## src/rtl/coef_ram_ctrl_if.sv

```systemverilog
// Bundle of coefficient-update, SRAM-port and FIR-readback signals of coef_ram_ctrl.
// Latency: none, wires only.
// Backpressure: none; master is the controller, slave is its environment (SRAM, FIR, updater).
interface coef_ram_ctrl_if;
   logic        iCoefUpdate;
   logic        iCoefDataVld;
   logic [15:0] iCoefData;
   logic        iFirStart;
   logic        oCsnRam;
   logic        oWrnRam;
   logic [3:0]  oAddrRam;
   logic [15:0] oWrDtRam;
   logic [15:0] iRdDtRam;
   logic [15:0] oCoef;
   logic        oCoefVld;
   logic        oCoefLast;
   logic        oLoadDone;
   logic        oBusy;

   modport master (
      input  iCoefUpdate, iCoefDataVld, iCoefData, iFirStart, iRdDtRam,
      output oCsnRam, oWrnRam, oAddrRam, oWrDtRam,
      output oCoef, oCoefVld, oCoefLast, oLoadDone, oBusy
   );

   modport slave (
      output iCoefUpdate, iCoefDataVld, iCoefData, iFirStart, iRdDtRam,
      input  oCsnRam, oWrnRam, oAddrRam, oWrDtRam,
      input  oCoef, oCoefVld, oCoefLast, oLoadDone, oBusy
   );
endinterface

```

## src/rtl/coef_ram_ctrl.sv

```systemverilog
// Owns the 10x16 coefficient SP-SRAM: loads 10 taps from the update stream, reads them back as a burst.
// Latency: write presented 1 cycle after its beat; first coefficient valid 2 cycles after iFirStart is sampled.
// Backpressure: none downstream; write gaps via iCoefDataVld=0. COEF_SYMMETRIC_EN: burst is 1..10 then 10..1.
module coef_ram_ctrl (
   input  logic iClk_12M,
   input  logic iRst,
   coef_ram_ctrl_if.master bus
);

   typedef enum logic [1:0] {S_IDLE, S_WRITE, S_READ} state_t;

   state_t      state_q, state_d;
   logic [3:0]  wr_idx_q, wr_idx_d;
   logic [3:0]  rd_idx_q, rd_idx_d;

   // Registered SRAM port and readback pipeline
   logic        csn_q, wrn_q, rd_last_q;
   logic [3:0]  addr_q;
   logic [15:0] wdat_q;
   logic        coef_vld_q, coef_last_q, wr_done_q, load_done_q;

   // Next access to present (registered at the coming edge)
   logic        acc_csn, acc_wrn, acc_last, acc_wr_last;
   logic [3:0]  acc_addr;
   logic [15:0] acc_wdat;

   logic        rd_issue, rd_pending, start_ok, rd_go, rd_final;
   logic [3:0]  rd_cur_idx, rd_nxt_idx;

   assign rd_issue   = ~csn_q & wrn_q;
   assign rd_pending = rd_issue | coef_vld_q;
   // A new burst is held off until the previous one has fully drained (oBusy low).
   assign start_ok   = bus.iFirStart & ~rd_pending;
   // The first read address is launched straight from IDLE so address 1 appears right after the start edge.
   assign rd_go      = (state_q == S_READ) |
                       ((state_q == S_IDLE) & ~bus.iCoefUpdate & start_ok);
   assign rd_cur_idx = (state_q == S_READ) ? rd_idx_q : 4'd1;

`ifdef COEF_SYMMETRIC_EN
   logic desc_q, rd_cur_desc, rd_nxt_desc;
   assign rd_cur_desc = (state_q == S_READ) & desc_q;

   // Up-then-down address walk: 1..10, then 10..1, ending on the second copy of address 1
   always_comb begin
      rd_final    = rd_cur_desc & (rd_cur_idx == 4'd1);
      rd_nxt_desc = rd_cur_desc | (rd_cur_idx == 4'd10);
      if (rd_cur_desc)
         rd_nxt_idx = rd_cur_idx - 4'd1;
      else if (rd_cur_idx == 4'd10)
         rd_nxt_idx = 4'd10;
      else
         rd_nxt_idx = rd_cur_idx + 4'd1;
   end

   // Direction flag advances with every presented read
   always_ff @(posedge iClk_12M or posedge iRst) begin
      if (iRst)
         desc_q <= 1'b0;
      else if (rd_go)
         desc_q <= rd_nxt_desc;
   end
`else
   // Single ascending walk 1..10
   always_comb begin
      rd_final   = (rd_cur_idx == 4'd10);
      rd_nxt_idx = rd_cur_idx + 4'd1;
   end
`endif

   // State and index registers
   always_ff @(posedge iClk_12M or posedge iRst) begin
      if (iRst) begin
         state_q  <= S_IDLE;
         wr_idx_q <= 4'd1;
         rd_idx_q <= 4'd1;
      end else begin
         state_q  <= state_d;
         wr_idx_q <= wr_idx_d;
         rd_idx_q <= rd_idx_d;
      end
   end

   // Next-state: update beats a simultaneous start; starts outside IDLE are dropped
   always_comb begin
      state_d  = state_q;
      wr_idx_d = wr_idx_q;
      rd_idx_d = rd_idx_q;
      if (rd_go) rd_idx_d = rd_nxt_idx;
      case (state_q)
         S_IDLE: begin
            if (bus.iCoefUpdate) begin
               state_d  = S_WRITE;
               wr_idx_d = 4'd1;
            end else if (start_ok) begin
               state_d = S_READ;
            end
         end
         S_WRITE: begin
            if (bus.iCoefDataVld) begin
               if (wr_idx_q == 4'd10) begin
                  state_d  = S_IDLE;
                  wr_idx_d = 4'd1;
               end else begin
                  wr_idx_d = wr_idx_q + 4'd1;
               end
            end
         end
         S_READ: begin
            if (rd_final) state_d = S_IDLE;
         end
         default: state_d = S_IDLE;
      endcase
   end

   // Output decode: SRAM access to present after the coming edge, idle values otherwise
   always_comb begin
      acc_csn     = 1'b1;
      acc_wrn     = 1'b1;
      acc_addr    = 4'd0;
      acc_wdat    = 16'd0;
      acc_last    = 1'b0;
      acc_wr_last = 1'b0;
      if (rd_go) begin
         acc_csn  = 1'b0;
         acc_addr = rd_cur_idx;
         acc_last = rd_final;
      end else if ((state_q == S_WRITE) && bus.iCoefDataVld) begin
         acc_csn     = 1'b0;
         acc_wrn     = 1'b0;
         acc_addr    = wr_idx_q;
         acc_wdat    = bus.iCoefData;
         acc_wr_last = (wr_idx_q == 4'd10);
      end
   end

   // SRAM port registers plus the read-valid, last and load-done delay lines
   always_ff @(posedge iClk_12M or posedge iRst) begin
      if (iRst) begin
         csn_q       <= 1'b1;
         wrn_q       <= 1'b1;
         addr_q      <= 4'd0;
         wdat_q      <= 16'd0;
         rd_last_q   <= 1'b0;
         coef_vld_q  <= 1'b0;
         coef_last_q <= 1'b0;
         wr_done_q   <= 1'b0;
         load_done_q <= 1'b0;
      end else begin
         csn_q       <= acc_csn;
         wrn_q       <= acc_wrn;
         addr_q      <= acc_addr;
         wdat_q      <= acc_wdat;
         rd_last_q   <= acc_last;
         coef_vld_q  <= rd_issue;
         coef_last_q <= rd_issue & rd_last_q;
         wr_done_q   <= acc_wr_last;
         load_done_q <= wr_done_q;
      end
   end

   assign bus.oCsnRam   = csn_q;
   assign bus.oWrnRam   = wrn_q;
   assign bus.oAddrRam  = addr_q;
   assign bus.oWrDtRam  = wdat_q;
   assign bus.oCoef     = bus.iRdDtRam;
   assign bus.oCoefVld  = coef_vld_q;
   assign bus.oCoefLast = coef_last_q;
   assign bus.oLoadDone = load_done_q;
   assign bus.oBusy     = (state_q != S_IDLE) | rd_pending;

endmodule

```

## src/flat_wrapper.sv

```systemverilog
// flat-port wrapper written by rule: the top's interface ports become plain ports
module coef_ram_ctrl_flat 
  (iClk_12M, iRst, bus_iCoefUpdate, bus_iCoefDataVld, bus_iCoefData, bus_iFirStart, bus_iRdDtRam, bus_oCsnRam, bus_oWrnRam, bus_oAddrRam, bus_oWrDtRam, bus_oCoef, bus_oCoefVld, bus_oCoefLast, bus_oLoadDone, bus_oBusy);
  coef_ram_ctrl_if bus_i ();
  input  logic iClk_12M;
  input  logic iRst;
  input wire logic [$bits(bus_i.iCoefUpdate)-1:0] bus_iCoefUpdate;
  input wire logic [$bits(bus_i.iCoefDataVld)-1:0] bus_iCoefDataVld;
  input wire logic [$bits(bus_i.iCoefData)-1:0] bus_iCoefData;
  input wire logic [$bits(bus_i.iFirStart)-1:0] bus_iFirStart;
  input wire logic [$bits(bus_i.iRdDtRam)-1:0] bus_iRdDtRam;
  output wire logic [$bits(bus_i.oCsnRam)-1:0] bus_oCsnRam;
  output wire logic [$bits(bus_i.oWrnRam)-1:0] bus_oWrnRam;
  output wire logic [$bits(bus_i.oAddrRam)-1:0] bus_oAddrRam;
  output wire logic [$bits(bus_i.oWrDtRam)-1:0] bus_oWrDtRam;
  output wire logic [$bits(bus_i.oCoef)-1:0] bus_oCoef;
  output wire logic [$bits(bus_i.oCoefVld)-1:0] bus_oCoefVld;
  output wire logic [$bits(bus_i.oCoefLast)-1:0] bus_oCoefLast;
  output wire logic [$bits(bus_i.oLoadDone)-1:0] bus_oLoadDone;
  output wire logic [$bits(bus_i.oBusy)-1:0] bus_oBusy;
  assign bus_i.iCoefUpdate = bus_iCoefUpdate;
  assign bus_i.iCoefDataVld = bus_iCoefDataVld;
  assign bus_i.iCoefData = bus_iCoefData;
  assign bus_i.iFirStart = bus_iFirStart;
  assign bus_i.iRdDtRam = bus_iRdDtRam;
  assign bus_oCsnRam = bus_i.oCsnRam;
  assign bus_oWrnRam = bus_i.oWrnRam;
  assign bus_oAddrRam = bus_i.oAddrRam;
  assign bus_oWrDtRam = bus_i.oWrDtRam;
  assign bus_oCoef = bus_i.oCoef;
  assign bus_oCoefVld = bus_i.oCoefVld;
  assign bus_oCoefLast = bus_i.oCoefLast;
  assign bus_oLoadDone = bus_i.oLoadDone;
  assign bus_oBusy = bus_i.oBusy;
  coef_ram_ctrl u_core (.iClk_12M(iClk_12M), .iRst(iRst), .bus(bus_i));
endmodule
```

## config.mk

```make
export PLATFORM = sky130hd
export DESIGN_NAME = coef_ram_ctrl_flat
export DESIGN_NICKNAME = d
export VERILOG_FILES = /design/src/rtl/coef_ram_ctrl_if.sv /design/src/rtl/coef_ram_ctrl.sv /design/src/flat_wrapper.sv
export SDC_FILE = /design/constraint.sdc
export NUM_CORES = 1
export LEC_CHECK = 0
export CORE_MARGIN = 10
export CORE_UTILIZATION = 35
export CTS_CLUSTER_DIAMETER = 200
export DETAILED_ROUTE_END_ITERATION = 8
export GPL_ROUTABILITY_DRIVEN = 0
export PLACE_DENSITY = 0.74
export SYNTH_ARGS = -nofsm -noshare
export SYNTH_HDL_FRONTEND = slang
export SYNTH_SLANG_ARGS = --single-unit
```

## constraint.sdc

```tcl
create_clock -name iClk_12M -period 1.4 [get_ports iClk_12M]
set_input_delay 0.35 -clock iClk_12M [delete_from_list [all_inputs] [get_ports iClk_12M]]
set_output_delay 0.35 -clock iClk_12M [all_outputs]
set_load 0.01 [all_outputs]
```

# == Word level (Yosys, flattened, before mapping) ==
# Index checks and enable logic that the tools add are counted.
# classes
n_mux,21
n_eq_ne,9
bitwise_logic,11
addsub,2
reduce_logical,6
# ops
cell,count
$mux 16,2
$mux 4,6
$mux 2,5
$add 4x1->4 const B,2
$eq 4x4->1 const B,2
$pmux 4 s2,1
$mux 1,6
$pmux 2 s3,1
$and 1x1->1,5
$ne 2x1->1 const B,2
$ne 2x2->1 const B,2
$reduce_and 4->1,1
$reduce_bool 2->1,2
$ne 3x2->1 const B,1
$not 1->1,3
$or 1x1->1,3
$reduce_and 3->1,1
$eq 2x1->1 const B,1
$eq 2x2->1 const B,1
$logic_not 2->1,1
$logic_and 1x1->1,1
# word_totals
regBits,37
out_inout_bits,42

# == Depth between registers and ports, before layout ==
# depth
ltp_word,8
ltp_mapped,7
depth_no_buf,7

# == Least setup slack after synthesis ==
# No wires, ideal clock.
# synth_path
path_type,reg-to-reg
startpoint,"reg u_core.coef_vld_q, in the netlist u_core.bus.oCoefVld"
endpoint,reg u_core.rd_idx_q[2]
setup_time_ns,0.096
arrival_ns,1.513
required_ns,1.304
stages_incl_launch_ff,5
path_slack_ns,-0.209
synth_period_minus_slack_ns,1.609
cell_sequence,dfrtp_1 > or4b_4 > o31ai_4 > a21oi_2 > a311oi_2
# synth_via
elab_chain_cells,5
# synth_rtl
element,line_no,text
"start, declared",coef_ram_ctrl.sv:20,"logic coef_vld_q, coef_last_q, wr_done_q, load_done_q;"
"start signal, assigned",coef_ram_ctrl.sv:154,coef_vld_q <= rd_issue;
$or 1x1->1,coef_ram_ctrl.sv:31,assign rd_pending = rd_issue | coef_vld_q;
$not 1->1,coef_ram_ctrl.sv:33,assign start_ok = bus.iFirStart & ~rd_pending;
$and 1x1->1,coef_ram_ctrl.sv:33,
$and 1x1->1,coef_ram_ctrl.sv:36,((state_q == S_IDLE) & ~bus.iCoefUpdate & start_ok);
$or 1x1->1,coef_ram_ctrl.sv:35,assign rd_go = (state_q == S_READ) |
"end signal, assigned",coef_ram_ctrl.sv:79,rd_idx_q <= rd_idx_d;
"end, declared",coef_ram_ctrl.sv:14,"logic [3:0] rd_idx_q, rd_idx_d;"
# No other way between the ends.
# A chain may end at the register's enable or synchronous reset.

# == Final worst setup path ==
# layout_path
startpoint,"reg u_core.csn_q, in the netlist u_core.bus.oCsnRam"
endpoint,out bus_oBusy
# layout_via
elab_chain_cells,4
# layout_rtl
element,line_no,text
"start, declared",coef_ram_ctrl.sv:17,"logic csn_q, wrn_q, rd_last_q;"
"start signal, assigned",coef_ram_ctrl.sv:149,csn_q <= acc_csn;
$not 1->1,coef_ram_ctrl.sv:30,assign rd_issue = ~csn_q & wrn_q;
$and 1x1->1,coef_ram_ctrl.sv:30,
net u_core.rd_issue,coef_ram_ctrl.sv:27,"logic rd_issue, rd_pending, start_ok, rd_go, rd_final;"
$or 1x1->1,coef_ram_ctrl.sv:31,
$or 1x1->1,coef_ram_ctrl.sv:169,assign bus.oBusy = (state_q != S_IDLE) | rd_pending;
"end, declared",flat_wrapper.sv:20,output wire logic [$bits(bus_i.oBusy)-1:0] bus_oBusy;
# The timed path passes the listed nets, and every way through them passes these cells.

==> impl_metrics.py <==
metrics = {
    "grt": {
        "grt_pass1_wl_um": 5890,
        "groute.usage.overall": 0.0990,
        "grt_max_degree": 38,
        "grt_pass1_vias": 1164,
        "grt-ovfl-total": 0,
        "antenna_found_initial": 0,
    },
    "clock_tree": {
        "cts_buffers": 5,
        "clk_pin_slew_worst_paths_ns": 0.07,
        "clk_latency_ns": 0.29,
        "cts_max_level": 2,
        "cts_root_buf": "clkbuf_8",
        "cts_tree": "done",
        "cts_sinks": 37,
        "cts_buffer_depth": 2,
    },
    "cells_and_area": {
        "layout-drive-gt1-share": 0.310,
        "nNetsFinal": 227,
        "fin_util": 0.517,
        "diodes": 0,
        "area_growth_pct": 44.0,
        "layoutNonFillerInstCount": 239,
    },
    "critical_path": {
        "crit_path_start_kind": "flop",
        "slowest_stage": "dfstp_2",
        "crit_chain": "nor2b_2 > or4_1 > buf_2",
        "cp.required_ns": 1.05,
        "critPathArrivalTime_ns": 1.39,
        "path_delay_family": "flip-flops",
        "cp_num_buf_inv": 1,
        "critPathKind": "reg2out",
        "cp-end-kind": "primary output",
        "crit_path_max_incr_delay_ns": 0.53,
        "critPathMaxFanout": 2,
    },
    "synthesis": {
        "postSynthNetCount": 175,
        "ys_seq_elements": 37,
        "synth_cell_types": 31,
        "async_flop_share": 1.00,
        "yosysTopAreaCell": "dfrtp_1",
        "syn_area_um2": 1560,
        "yosys_warnings": 0,
        "yosysSeqAreaShare": 0.596,
        "synth_area_per_cell_um2": 11.7,
        "synth_top_area_share": 0.528,
        "synthFlopType": "dfrtp_1",
        "syn_inst": 134,
        "synth_edf_count": 0,
        "synthTopCellsByArea": "dfrtp_1, buf_4, dfstp_2",
    },
    "detailed_routing": {
        "first_pass_iters": 4,
        "remaining_drc_errors": 0,
        "routed_wl_um": 3770,
        "ant_nets": 0,
        "via_count": 1140,
        "avgViaCountPerCell": 4.77,
        "drt_iter0_markers": 74,
        "wl_per_cell_um": 15.8,
    },
    "flow_run": {
        "max_cap_viol_count": 0,
    },
    "worst_hold_path": {
        "hold_path.class": "reg2reg",
    },
    "status": {
        "status": "finished with violations",
        "violations": "setup timing",
    },
    "floorplanning": {
        "num_rows": 24,
        "fp.dieH_um": 86.8,
        "initial_core_util": 0.359,
        "die-area_um2": 7540,
        "io_pins": 79,
        "die_w_um": 86.8,
        "core-area_um2": 4350,
    },
    "timing": {
        "fin_setup_tns_ns": -1.99,
        "slew_headroom": 0.812,
        "max_freq_mhz": 574,
        "setup_viol": 9,
        "slew_violations": 0,
        "finalCritPeriodShare": 1.24,
        "min_period_ns": 1.74,
        "worstMarginPinSlew_ns": 0.282,
        "fin_ws_ns": -0.342,
        "finClkSkew_ns": 0.00464,
        "rsz0062_at_grt": "yes",
        "hold_viol_final": 0,
    },
    "placement": {
        "dp_hpwl_um": 2770,
        "placed_cells_incl_taps": 227,
        "port_buffers": 46,
    },
    "pwr": {
        "vdd.ir_drop.worst_mv": 0.480,
        "p_total_uw": 3650,
        "p_per_area_nw_per_um2": 1620,
        "leakagePower_uw": 0.00115,
    },
}
flip-flops by register name, indices dropped and copies added (netlist names):
signal                count
u_core.bus.oAddrRam       4
u_core.bus.oCoefLast      1
u_core.bus.oCoefVld       1
u_core.bus.oCsnRam        1
u_core.bus.oLoadDone      1
u_core.bus.oWrDtRam      16
u_core.bus.oWrnRam        1
u_core.rd_idx_q           4
u_core.rd_last_q          1
u_core.state_q            2
u_core.wr_done_q          1
u_core.wr_idx_q           4
worst register-to-register path, delay by kind of cell, from the launching register on:
family / cells / cell delay, ns
AND/OR/NAND/NOR: 3 / 1.03
flip-flops: 1 / 0.39
buffers and inverters: 1 / 0.12
AO/OA/AOI/OAI: 1 / 0.05
kinds of logic after synthesis:
family	share of synthesized area
AO/OA/AOI/OAI	0.0937
buffers and inverters	0.0961
adder cells (fa/ha/maj)	0.0320
flip-flops	0.596
AND/OR/NAND/NOR	0.183
synth_stat cells, drive strengths merged, types with 2 or more instances:
master / count
nand2b: 3
a21o: 2
o21ai: 8
and3: 16
inv: 5
dfrtp: 33
nor2b: 3
ha: 4
a21oi: 2
and2: 3
dfstp: 4
nand3: 2
clkbuf: 3
buf: 16
nand2: 9
a22o: 2
nor2: 6
metrics by stage:
step	hold WS (ns)	setup WS, ns	instance area [um2]
after floorplan	0.331	-0.208	1560
after global placement	0.333	-0.616	2070
after detailed placement	0.343	-0.661	2070
after CTS	0.359	-0.361	2200
after global routing	0.367	-0.394	2250
final	0.355	-0.342	2250
final timing paths:
| check | start | to | slack [ns] | cells after the start |
|---|---|---|---|---|
| max in group asynchronous | iRst | u_core.bus.oWrnRam | 0.73 | 3 |
| worst max-delay path | u_core.bus.oCsnRam | bus_oBusy | -0.34 | 3 |
| min in group asynchronous | iRst | u_core.bus.oWrDtRam[6] | 0.42 | 3 |
| worst min-delay path | u_core.wr_done_q | u_core.bus.oLoadDone | 0.36 | 0 |
| worst min register to register | u_core.wr_done_q | u_core.bus.oLoadDone | 0.36 | 0 |
| worst max register to register | u_core.bus.oCoefVld | u_core.rd_idx_q[2] | -0.32 | 5 |
placed cells by master (no fill, tap or decap), types with 2 or more instances in the layout:
cell | Yosys | routed
nor2_2 | 0 | 3
dfrtp_1 | 33 | 33
ha_2 | 0 | 2
nor2b_1 | 3 | 2
nand3_1 | 2 | 2
buf_4 | 16 | 12
buf_6 | 0 | 5
nand2b_1 | 3 | 3
clkbuf_8 | 0 | 7
and3_1 | 16 | 16
a21o_1 | 2 | 2
o21ai_2 | 0 | 3
nand2_1 | 9 | 5
nor2_1 | 6 | 3
nand2_2 | 0 | 4
ha_1 | 4 | 2
and2_1 | 3 | 2
dfstp_2 | 4 | 4
a21oi_2 | 1 | 2
inv_1 | 5 | 4
o21ai_0 | 8 | 4
buf_2 | 0 | 2
dlygate4sd2_1 | 0 | 23
a22o_1 | 2 | 2
clkdlybuf4s50_1 | 0 | 19
layout make-up:
type / instances / area [um2]
clock inverter: 1 / 5.00
multi-input combinational: 73 / 549
timing repair buffer: 64 / 586
clock buffer: 7 / 96.3
sequential: 37 / 931
inverter: 5 / 18.8
tap: 52 / 65.1
fill: 370 / 2100
what timing repair did:
action | in CTS | in global routing
setup buffers | 2 | 2
pin swaps | 8 | 5
endpoints found under the setup margin | 35 | 16
resized for setup | 46 | 19
cloned | 0 | 0
hold buffers | 0 | 0
per-layer routing:
layer	vias to the layer above	GRT usage	wire, um
li1	546	-	-
met1	552	0.107	1480
met2	36	0.159	1880
met3	6	0.0413	336
met4	0	0.0560	68
met5	-	0	0
where the power goes:
part | switching [uW] | leakage [uW] | internal (uW)
clock | 361 | 0.0000542 | 445
combinational | 640 | 0.000635 | 691
sequential | 151 | 0.000464 | 1370
No activity file was read; power rests on OpenSTA's default activity.
